===== src/rtl/fft_sdf_stage3_pkg.sv =====
// Shared types and constants for the stage-3 SDF butterfly.
// Sel encodings match the stage-3 mux sequencer bus.
package fft_sdf_stage3_pkg;

  localparam int DATA_W_DEF = 16;
  localparam int MUX_W      = 2;

  typedef enum logic [MUX_W-1:0] {
    SEL_FILL = 2'd0,
    SEL_BFLY = 2'd1,
    SEL_IDLE = 2'd2
  } sel_e;

  function automatic int cplx_w(input int w);
    return 2 * w;
  endfunction

endpackage


===== src/rtl/sdf_delay_line.sv =====
// Circular feedback delay line: read-old / write-new at one pointer.
// Frozen (pointer and contents) while en is low.
module sdf_delay_line #(
  parameter int DEPTH = 16,
  parameter int WIDTH = 32
) (
  input  logic             clk,
  input  logic             reset_n,
  input  logic             en,
  input  logic [WIDTH-1:0] din,
  output logic [WIDTH-1:0] dout
);

  localparam int PTR_W = (DEPTH > 1) ? $clog2(DEPTH) : 1;

  logic [WIDTH-1:0] mem_q [DEPTH];
  logic [WIDTH-1:0] mem_d [DEPTH];
  logic [PTR_W-1:0] ptr_q;
  logic [PTR_W-1:0] ptr_d;

  assign dout = mem_q[ptr_q];

  always_comb begin
    mem_d = mem_q;
    ptr_d = ptr_q;
    if (en) begin
      mem_d[ptr_q] = din;
      ptr_d = (ptr_q == PTR_W'(DEPTH - 1))
            ? '0 : ptr_q + PTR_W'(1);
    end
  end

  always_ff @(posedge clk) begin
    if (!reset_n) begin
      for (int i = 0; i < DEPTH; i++)
        mem_q[i] <= '0;
      ptr_q <= '0;
    end else begin
      mem_q <= mem_d;
      ptr_q <= ptr_d;
    end
  end

endmodule


===== src/rtl/fft_sdf_stage3.sv =====
// Radix-2 SDF butterfly stage 3 of the 128-point pipelined FFT.
// Fill / butterfly / idle selected by the stage-3 sequencer.
module fft_sdf_stage3
  import fft_sdf_stage3_pkg::*;
#(
  parameter int DATA_W = DATA_W_DEF,
  parameter int DEPTH  = 16,
  parameter int SCALE  = 1
) (
  input  logic              clk,
  input  logic              reset_n,
  input  logic [MUX_W-1:0]  sel,
  input  logic [DATA_W-1:0] din_re,
  input  logic [DATA_W-1:0] din_im,
  output logic [DATA_W-1:0] dout_re,
  output logic [DATA_W-1:0] dout_im,
  output logic              dout_valid
);

  localparam int CW = cplx_w(DATA_W);

  logic [CW-1:0]     dl_in;
  logic [CW-1:0]     dl_out;
  logic              dl_en;
  logic              is_fill;
  logic              is_bfly;
  logic [DATA_W-1:0] a_re;
  logic [DATA_W-1:0] a_im;

  logic signed [DATA_W:0] sum_re;
  logic signed [DATA_W:0] sum_im;
  logic signed [DATA_W:0] dif_re;
  logic signed [DATA_W:0] dif_im;

  logic [DATA_W-1:0] dout_re_q, dout_re_d;
  logic [DATA_W-1:0] dout_im_q, dout_im_d;
  logic              dout_valid_q, dout_valid_d;
  logic              fb_valid_q, fb_valid_d;

  // Floor shift at full width, then wrap to DATA_W (no saturation).
  function automatic logic [DATA_W-1:0] shr(
    input logic signed [DATA_W:0] x
  );
    logic signed [DATA_W:0] y;
    y = x >>> SCALE;
    return y[DATA_W-1:0];
  endfunction

  assign is_fill = (sel == SEL_FILL);
  assign is_bfly = (sel == SEL_BFLY);
  assign dl_en   = is_fill | is_bfly;
  assign a_re    = dl_out[CW-1:DATA_W];
  assign a_im    = dl_out[DATA_W-1:0];

  always_comb begin
    sum_re = {a_re[DATA_W-1], a_re} + {din_re[DATA_W-1], din_re};
    sum_im = {a_im[DATA_W-1], a_im} + {din_im[DATA_W-1], din_im};
    dif_re = {a_re[DATA_W-1], a_re} - {din_re[DATA_W-1], din_re};
    dif_im = {a_im[DATA_W-1], a_im} - {din_im[DATA_W-1], din_im};
  end

  always_comb begin
    dl_in        = {din_re, din_im};
    dout_re_d    = dout_re_q;
    dout_im_d    = dout_im_q;
    dout_valid_d = 1'b0;
    fb_valid_d   = fb_valid_q;
    unique case (1'b1)
      is_fill: begin
        dout_re_d    = a_re;
        dout_im_d    = a_im;
        dout_valid_d = fb_valid_q;
      end
      is_bfly: begin
        dl_in        = {shr(dif_re), shr(dif_im)};
        dout_re_d    = shr(sum_re);
        dout_im_d    = shr(sum_im);
        dout_valid_d = 1'b1;
        fb_valid_d   = 1'b1;
      end
      default: ;
    endcase
  end

  sdf_delay_line #(
    .DEPTH (DEPTH),
    .WIDTH (CW)
  ) u_dl (
    .clk     (clk),
    .reset_n (reset_n),
    .en      (dl_en),
    .din     (dl_in),
    .dout    (dl_out)
  );

  always_ff @(posedge clk) begin
    if (!reset_n) begin
      dout_re_q    <= '0;
      dout_im_q    <= '0;
      dout_valid_q <= 1'b0;
      fb_valid_q   <= 1'b0;
    end else begin
      dout_re_q    <= dout_re_d;
      dout_im_q    <= dout_im_d;
      dout_valid_q <= dout_valid_d;
      fb_valid_q   <= fb_valid_d;
    end
  end

  assign dout_re    = dout_re_q;
  assign dout_im    = dout_im_q;
  assign dout_valid = dout_valid_q;

endmodule

===== config.mk =====
export PLATFORM = sky130hd
export DESIGN_NAME = fft_sdf_stage3
export DESIGN_NICKNAME = d
export VERILOG_FILES = /design/src/rtl/fft_sdf_stage3_pkg.sv /design/src/rtl/sdf_delay_line.sv /design/src/rtl/fft_sdf_stage3.sv
export SDC_FILE = /design/constraint.sdc
export NUM_CORES = 1
export LEC_CHECK = 0
export ABC_CLOCK_PERIOD_IN_PS = 5600
export CORE_ASPECT_RATIO = 2
export CORE_UTILIZATION = 45
export DETAILED_ROUTE_END_ITERATION = 16
export PLACE_DENSITY_LB_ADDON = 0.12
export SLEW_MARGIN = 20
export SYNTH_ARGS = -nofsm -noshare
export SYNTH_HDL_FRONTEND = slang
export SYNTH_SLANG_ARGS = --single-unit

===== constraint.sdc =====
create_clock -name clk -period 5.6 [get_ports clk]
set_input_delay 0.84 -clock clk [delete_from_list [all_inputs] [get_ports clk]]
set_output_delay 0.84 -clock clk [all_outputs]
set_load 0.02 [all_outputs]

# Word-level counts from Yosys, hierarchy flattened
# Index checks and enable logic that the tools add are counted.
# classes
n_mul	0
n_bitwise	2
order_cmp	2
n_reduce_logical	3
n_eq_ne	2
n_div	0
n_shift	0
mux	11
add_sub_neg	5
# ops
op	count
bitwise mux 512 bit	1
binary-select mux 32 bit (select 4 bit)	1
demux 32 bit (select 4 bit)	1
2-to-1 mux 32 bit	4
one-hot mux 16 bit (2 select lines)	2
adder 16 x 16 -> 17 bit	2
subtractor 16 x 16 -> 17 bit	2
>= comparator 5 bit, second input constant	1
< comparator 5 x 1 -> 1 bit, second input constant	1
NOT 4 -> 5 bit	1
adder 4 x 1 -> 4 bit, second input constant	1
equality test 4 bit, second input constant	1
2-to-1 mux 4 bit	1
equality test 2 x 1 -> 1 bit, second input constant	1
logical NOT 2 bit	1
one-hot mux 1 bit (2 select lines)	1
nonzero test 2 bit	1
logical AND 1 bit	1
bitwise OR 1 bit	1
# totals
mem_count	0
reg_bits	550
rom_bits	0
output_inout_bits	33
mem_bits_rw	0
latch_bits	0

# Depth between registers and ports, before layout
# depth
depth_word	7
mapped_depth	19
depth_no_buf	15

# Hierarchy
# Synthesis repeated with hierarchy kept, for this count alone.
# hier_totals
cells_unflattened	3313
area_unflattened_um2	28105.7
# modules_own_cells
mod	instances	area_per_inst_um2	cells_per_inst	seq_area_each_um2
sdf_delay_line	1	23317.4	2625	10329.9
fft_sdf_stage3	1	4788.3	688	680.7

# Worst setup path before layout
# No wires, ideal clock.
# synth_path
kind	register to register
from	register u_dl.ptr_q[0]
to	register u_dl.mem_q[125] (netlist name)
n_path_buf	6
t_arrival_ps	4969
path_slack_ps	493
period_less_slack_ps	5107
path_stages_with_launch	19
setup_ps	137
required_ps	5463
path_cell_list	dfxtp_1 -> buf_2 -> buf_2 -> buf_2 -> buf_2 -> mux4_2 -> mux4_2 -> ha_1 -> buf_2 -> a21o_1 -> a21o_1 -> a2111oi_2 -> nor4_1 -> o21ai_1 -> a21oi_1 -> or3_1 -> a31oi_2 -> buf_2 -> a211oi_1
# synth_via
elab_chain_len	7
# synth_lines
item	line_no	text
start: declaration	sdf_delay_line.sv:18	logic [PTR_W-1:0] ptr_q;
start signal: assignment	sdf_delay_line.sv:40	ptr_q <= ptr_d;
NOT 4 -> 5 bit (not written as such) (*)	sdf_delay_line.sv:21, sdf_delay_line.sv:27	
binary-select mux 32 bit (select 4 bit)	sdf_delay_line.sv:21	assign dout = mem_q[ptr_q];
2-to-1 mux 32 bit (not written as such) (2 in a row)	sdf_delay_line.sv:21	
subtractor 16 x 16 -> 17 bit	fft_sdf_stage3.sv:58	dif_re = {a_re[DATA_W-1], a_re} - {din_re[DATA_W-1], din_re};
2-to-1 mux 32 bit	fft_sdf_stage3.sv:68	unique case (1'b1)
bitwise mux 512 bit (*)	sdf_delay_line.sv:27	mem_d[ptr_q] = din;
end signal: assignment	sdf_delay_line.sv:39	mem_q <= mem_d;
end: declaration	sdf_delay_line.sv:16	logic [WIDTH-1:0] mem_q [DEPTH];
# Every way passes the cells marked *; elsewhere a longest branch is shown, timed or not. The select of a mux whose other input is x is not followed.
# A chain may end at the register's enable or synchronous reset.

# Worst setup path after layout
# layout_path
from	register u_dl.ptr_q[0]
to	register dout_im_q[14] (netlist: dout_im[14])
# layout_via
elab_chain_len	6
# layout_lines
item	line_no	text
NOT 4 -> 5 bit (not written as such) (*)	sdf_delay_line.sv:21	
binary-select mux 32 bit (select 4 bit) (*)	sdf_delay_line.sv:21	
2-to-1 mux 32 bit (not written as such) (*) (2 in a row)	sdf_delay_line.sv:21	
adder 16 x 16 -> 17 bit	fft_sdf_stage3.sv:57	sum_im = {a_im[DATA_W-1], a_im} + {din_im[DATA_W-1], din_im};
one-hot mux 16 bit (2 select lines) (*)	fft_sdf_stage3.sv:68	
end signal: assignment	fft_sdf_stage3.sv:104	dout_im_q <= dout_im_d;
end: declaration	fft_sdf_stage3.sv:36	logic [DATA_W-1:0] dout_im_q, dout_im_d;
# Marked as above.

==> results.md <==
* Outcome: finished, final reports clean
* Max Fclk at 0.2034 GHz
* Area grow syn2layout at 11.91%
* Max_cap viols at 0
* Hold Path Cell Cnt at 2
* H-tree depth at 2
* Clock Latency Late Sink at 0.63 ns
* DRT Wirelength at 79,180 um
* # DRC at 0
* Worst reg2reg setup slack at 0.68 ns
* Vias in the first global route at 20,903
* P_leak at 9.982 nW
* Syn. warnings at 0
* Tcrit/Tclk final at 87.80%
* Cell area after synthesis at 0.02622 mm2
* Detailed Route Iter0 Violations at 1,447
* Nets at 2,825
* CTS Root Cell: clkbuf_16
* Setup tns final at 0 ns
* Starting Density at 45.67%
* Tightest Hold Check Type: register to register
* Yosys reg bits at 550
* Top_reg_cell synth: dfxtp_1
* Final Hold Fails at 0
* Fillers at around 5,300
* Post-synth EDFFs at 0
* Reg2reg path depth at 13
* Die height at 343.3 um
* Fin worst setup slack at 0.6834 ns
* Max-Slew Margin vs Limit at 22.73%
* CORE AREA at about 0.057 mm2
* Total GRT Usage at 26.60%
* Ant diodes at 0
* # hold bufs at CTS at 0
* Setup Fix Bufs, Post-CTS at 0
* Yosys cell types at 76
* GRT overflow at 0
* Clk slew on worst S/H paths at 0.08 ns
* Total CTS buffers at 50
* Crit-path leading delay family: multiplexers
* HPWL after detailed placement at about 50,000 um
* Placer Congestion at 0.8712
* CTS tree: done
* Worst path buffer plus inverter count at 1
* Actual slew at the worst max-slew pin at approximately 1.2 ns
* Skew final at 0.03806 ns
* Synthesized area per cell at 9.440 um2
* Min Hold Slack at 0.4540 ns
* Peak supply drop at 0.2573 mV
* Minimum clock period after layout at 4.917 ns
* IO buf count at 68
* CTS Sinks at 550
* Synth Instances at between 2,000 and 3,000
* Critical path depth in cells at 13
* Asr flop ratio synth at 0%
* Total iterations of the first detailed-routing run at 5
* Util after Layout at 51.11%
* Cts repair resizes at 0
* Largest net degree at the start of global routing at about 130
* IO Pins at 69
* Setup-failing EPs final at 0
* Synthesized Nets at 2,885
* Initial antenna violation count at 0
* Max-slew violations at 0
* Commonest non-fill, non-tap cell in the layout: dfxtp_1
* CP Max Fanout at between 40 and 50
* Rows at approximately 120
* Deepest clock path buffer count at 3
* Die Wd at 172.7 um
* Critical path launch point type: register
* Wire length of the first global-routing pass at ~120,000 um
* Post-route ant nets at 0
* Vias per cell at a little under 6
* Arrival time at the worst endpoint at 5.37 ns
* Pre-CTS setup slack at approximately 0.72 ns
* Share of cells above drive strength 1 at 15.43%
* Worst setup EP type: register
* WP data required at 6.06 ns
* Via count at 20,941
* WL per Instance at approximately 23 um
* Total Power at a little over 9 mW
* Pwr dens at 316.3 mW/mm2
* Slowest cell on the critical path: dfxtp_4
* Die footprint at 0.05928 mm2
* Crit-path max cell delay at around 0.75 ns
* Most frequent cells in the layout: dfxtp_1, nor2_1, a211oi_1
* Setup CP Type: register to register
* RSZ-0062 raised after global routing: no
* Crit-path cells: buf_12 -> mux4_2 -> mux4_2 -> ha_1 -> nor3_1 -> nand3b_1 -> or3_1 -> o2111ai_1 -> a21oi_1 -> o21ai_0 -> a221o_1 -> mux2i_1 -> a21oi_1
* Seq/Total Area, Yosys at 42.00%
==> state kept, by name, indices dropped and copies added, names as in the netlist <==
name	count
dout_im	16
dout_re	16
dout_valid	1
u_dl.mem_q	512
fb_valid_q	1
u_dl.ptr_q	4
==> worst reg2reg max path, stage by stage (launching register included) <==
cell and delay (ns):
dfxtp_4 0.75, buf_12 0.39, mux4_2 0.59, mux4_2 0.54, ha_1 0.43, nor3_1 0.27
nand3b_1 0.11, or3_1 0.37, o2111ai_1 0.14, a21oi_1 0.22, o21ai_0 0.46, a221o_1 0.25
mux2i_1 0.19, a21oi_1 0.08
==> report_power, final <==
| part | leakage [nW] | switching, mW | total (mW) | internal [mW] |
|---|---|---|---|---|
| clock | 0.843 | 1.59 | 3.62 | 2.03 |
| sequential | 4.45 | 0.0680 | 4.07 | 4.00 |
| combinational | 4.69 | 0.994 | 1.60 | 0.601 |
| total | 9.98 | 2.65 | 9.28 | 6.63 |
==> stage by stage <==
step,instances,instance area [um2]
2_1_floorplan,2777,26220
3_3_place_gp,3421,27630
3_5_place_dp,3421,27630
4_1_cts,3510,29340
5_1_grt,3510,29340
6_report,3510,29340
==> layer usage <==
layer | track usage, % | vias up | wire [um]
met5 | 0 | - | 0
met4 | 11.28 | 0 | 3091
met3 | 3.868 | 171 | 4107
met2 | 49.13 | 611 | 41110
met1 | 30.41 | 10226 | 30880
li1 | - | 9933 | -
==> layout make-up <==
cell class / count / area (um2) / area share [%]
clock buffers: 73 / 1478 / 5.037
well taps: 756 / 945.9 / 3.224
repair buffers: 161 / 1441 / 4.913
flip-flops and latches: 550 / 11020 / 37.57
inverters: 64 / 247.7 / 0.8444
clock inverters: 16 / 231.5 / 0.7890
multi-input cells: 1890 / 13970 / 47.62
==> Yosys cell counts, types with 4 or more instances <==
library cell | n | area [um2]
o21ai_1 | 6 | 30.03
buf_6 | 5 | 56.30
nor3_1 | 13 | 65.06
a311oi_1 | 17 | 148.9
o211ai_1 | 19 | 142.6
or3_1 | 7 | 43.79
nor2b_1 | 18 | 112.6
nor2_1 | 472 | 1772
buf_2 | 26 | 130.1
a31o_2 | 6 | 52.55
a22o_1 | 7 | 61.31
nor4_1 | 7 | 43.79
and2_1 | 8 | 50.05
a211oi_1 | 311 | 2335
xnor2_1 | 40 | 350.3
nand2b_1 | 13 | 81.33
ha_1 | 68 | 850.8
nand3b_1 | 4 | 30.03
mux2i_1 | 22 | 220.2
buf_1 | 8 | 30.03
a21o_1 | 13 | 97.59
o21bai_1 | 10 | 75.07
nand2_1 | 144 | 540.5
a31oi_1 | 8 | 50.05
a211oi_2 | 4 | 50.05
a21oi_2 | 36 | 315.3
o31ai_2 | 10 | 125.1
a21oi_1 | 171 | 855.8
xor2_1 | 5 | 43.79
clkbuf_1 | 230 | 863.3
o2111ai_1 | 4 | 35.03
or4_1 | 4 | 30.03
inv_1 | 63 | 236.5
dfxtp_1 | 550 | 11010
mux4_2 | 152 | 3423
o21ai_0 | 194 | 970.9
nand3_1 | 25 | 125.1
o31ai_1 | 10 | 75.07
fa_1 | 4 | 80.08
a22oi_1 | 9 | 67.56
==> final timing paths <==
path	from	end
min reg2reg	dout_im[4]	dout_im[4]
max	u_dl.ptr_q[0]	dout_im[14]
max reg2reg	u_dl.ptr_q[0]	dout_im[14]
min	dout_im[4]	dout_im[4]
==> cell families after synthesis <==
logic type	count (synthesis)	synth area share [%]
AOI/OAI and AO/OA	866	22.32
adders and majority gates	72	3.551
muxes	174	13.90
DFF	550	42.00
buffers and inverters	337	5.178
xor gates and xnor gates	45	1.503
and+or+nand+nor	733	11.55
(Power assumes the default switching activity.)
==> RTL change, RTL diff (same flow settings) <==
Change the package constant `DATA_W_DEF` from 16 to 14.
--- a/src/rtl/fft_sdf_stage3_pkg.sv
+++ b/src/rtl/fft_sdf_stage3_pkg.sv
@@ -2,7 +2,7 @@
 // Sel encodings match the stage-3 mux sequencer bus.
 package fft_sdf_stage3_pkg;
 
-  localparam int DATA_W_DEF = 16;
+  localparam int DATA_W_DEF = 14;
   localparam int MUX_W      = 2;
 
   typedef enum logic [MUX_W-1:0] {
Ports: changed (resized din_im, din_re, dout_im and dout_re); port bits go from 69 to 61. The function was not compared with the original's and may differ.
==> RTL change against the original RTL <==
  * Sequential cell count down 68
  * Worst setup slack worse by 0.091 ns
  * Total power down 15%
  * Area after synthesis decreased by 12%
  * Design area is 13% lower
  * First-iteration DRC count grew 7.1%
  * Critical path type unchanged
  * Die area down 12%
  * Highest routed layer unchanged
  * Clock power decreased by 15%
  * Routed wire length shrank 14%
==> RTL change: results (changes against the original RTL) <==
placement:
  dpl_worst_slack_ns: 0.598  # -0.120 ns
  port_buffers: 60  # -12%
  gp_congestion: 0.872  # about the same
  dp_hpwl_mm: 43.3  # -15%
  dp.cells: 2881  # -16%
  place_area_sq_um: 24200  # -12%
worst_setup_path:
  reg2reg_from: "u_dl.ptr_q[1]"
  worstRegToRegCells: 15  # +2
  critPathTopFamily: "compound AO/OA/AOI/OAI gates"
  slowest_delay_ns: 0.71  # -0.04 ns
  r2r_end: "u_dl.mem_q[11]"
routing:
  first_iter_violations: 1550  # +7.1%
  dr_wl_met3_mm: 3.03  # -26%
  wl_met2_mm: 34.8  # -15%
  via_per_inst: 6.03  # +1.1%
global_routing:
  grt_pass1_vias: 17800  # -15%
  grt_pass1_wl_mm: 105  # -14%
  met1_usage_pct: 31.7  # +1.3 points
  met3_usage_pct: 2.72  # -1.2 points
  grt_usage_pct: 26.4  # -0.19 points
cts:
  cts_buffers: 44  # -12%
  insertion_delay_ns: 0.58  # -0.05 ns
synth:
  ys_seq_area_share_pct: 42.0  # about the same
  postSynthCellCount: 2343  # -16%
  synth_area_leaders: "dfxtp_1 42%, mux4_2 14%, o211a_1 7.2%"
  synth_cell_types: 68  # -11%
pwr:
  p_leak_nw: 11.1  # +11%
final_layout:
  post_layout_nonfiller_instances: 2958  # -16%
  nets: 2373  # -16%
  drive_gt1_share_pct: 13.5  # -2.0 points
sta:
  slew_headroom_pct: 26.0  # +3.3 points
  finalClockSkew_ns: 0.0215  # -0.0166 ns
hold_path:
  hold_end: "u_dl.mem_q[17]"
  hold_path_startpoint: "u_dl.mem_q[17]"
status:
  status: "completed"
==> RTL change: changes by cell type after synthesis, moves of 22 or more <==
cell	unedited run	this run
nor2_1	472	76
a211oi_1	311	14
o211a_1	0	165
nand2_1	144	280
a21oi_1	171	245
dfxtp_1	550	482
nor2b_1	18	64
a21oi_2	36	4
o22ai_1	0	32
mux2i_1	22	51
clkbuf_1	230	208
==> RTL change: kinds of logic (layout without fill, tap and decap cells) <==
kind of cell | after synthesis | after routing | synth area share (%)
AND/OR/NAND/NOR | 502 | 502 | 9.68
buffers and inverters | 286 | 252 | 4.85
AO/OA/AOI/OAI | 779 | 779 | 22.5
XOR/XNOR | 39 | 39 | 1.49
adder cells (fa/ha/maj) | 63 | 63 | 3.56
flip-flops | 482 | 482 | 42.0
multiplexers | 192 | 192 | 16.0
==> RTL change: how the worst max path moves through the flow <==
stage	endpoint	slack, ns	cells after the start
after floorplan	u_dl.mem_q[123]	0.16	17
after global placement	u_dl.mem_q[11]	0.52	15
after detailed placement	u_dl.mem_q[11]	0.60	15
after CTS	u_dl.mem_q[11]	0.56	15
after global routing	u_dl.mem_q[25]	0.35	15
final	u_dl.mem_q[11]	0.59	15
==> RTL change: layout make-up <==
| class | instances | area, sq um |
|---|---|---|
| Fill cell | 4561 | 24600 |
| Multi-Input combinational cell | 1575 | 12400 |
| Sequential cell | 482 | 9660 |
| Clock buffer | 71 | 1340 |
| Timing Repair Buffer | 125 | 1190 |
| Tap cell | 649 | 812 |
| Inverter | 50 | 188 |
| Clock inverter | 6 | 95.1 |
==> RTL change: where the power goes <==
group | internal, mW | total, mW | switching (mW)
logic | 0.497 | 1.27 | 0.771
registers | 3.50 | 3.57 | 0.0655
clock network | 1.73 | 3.06 | 1.33
total | 5.73 | 7.90 | 2.17
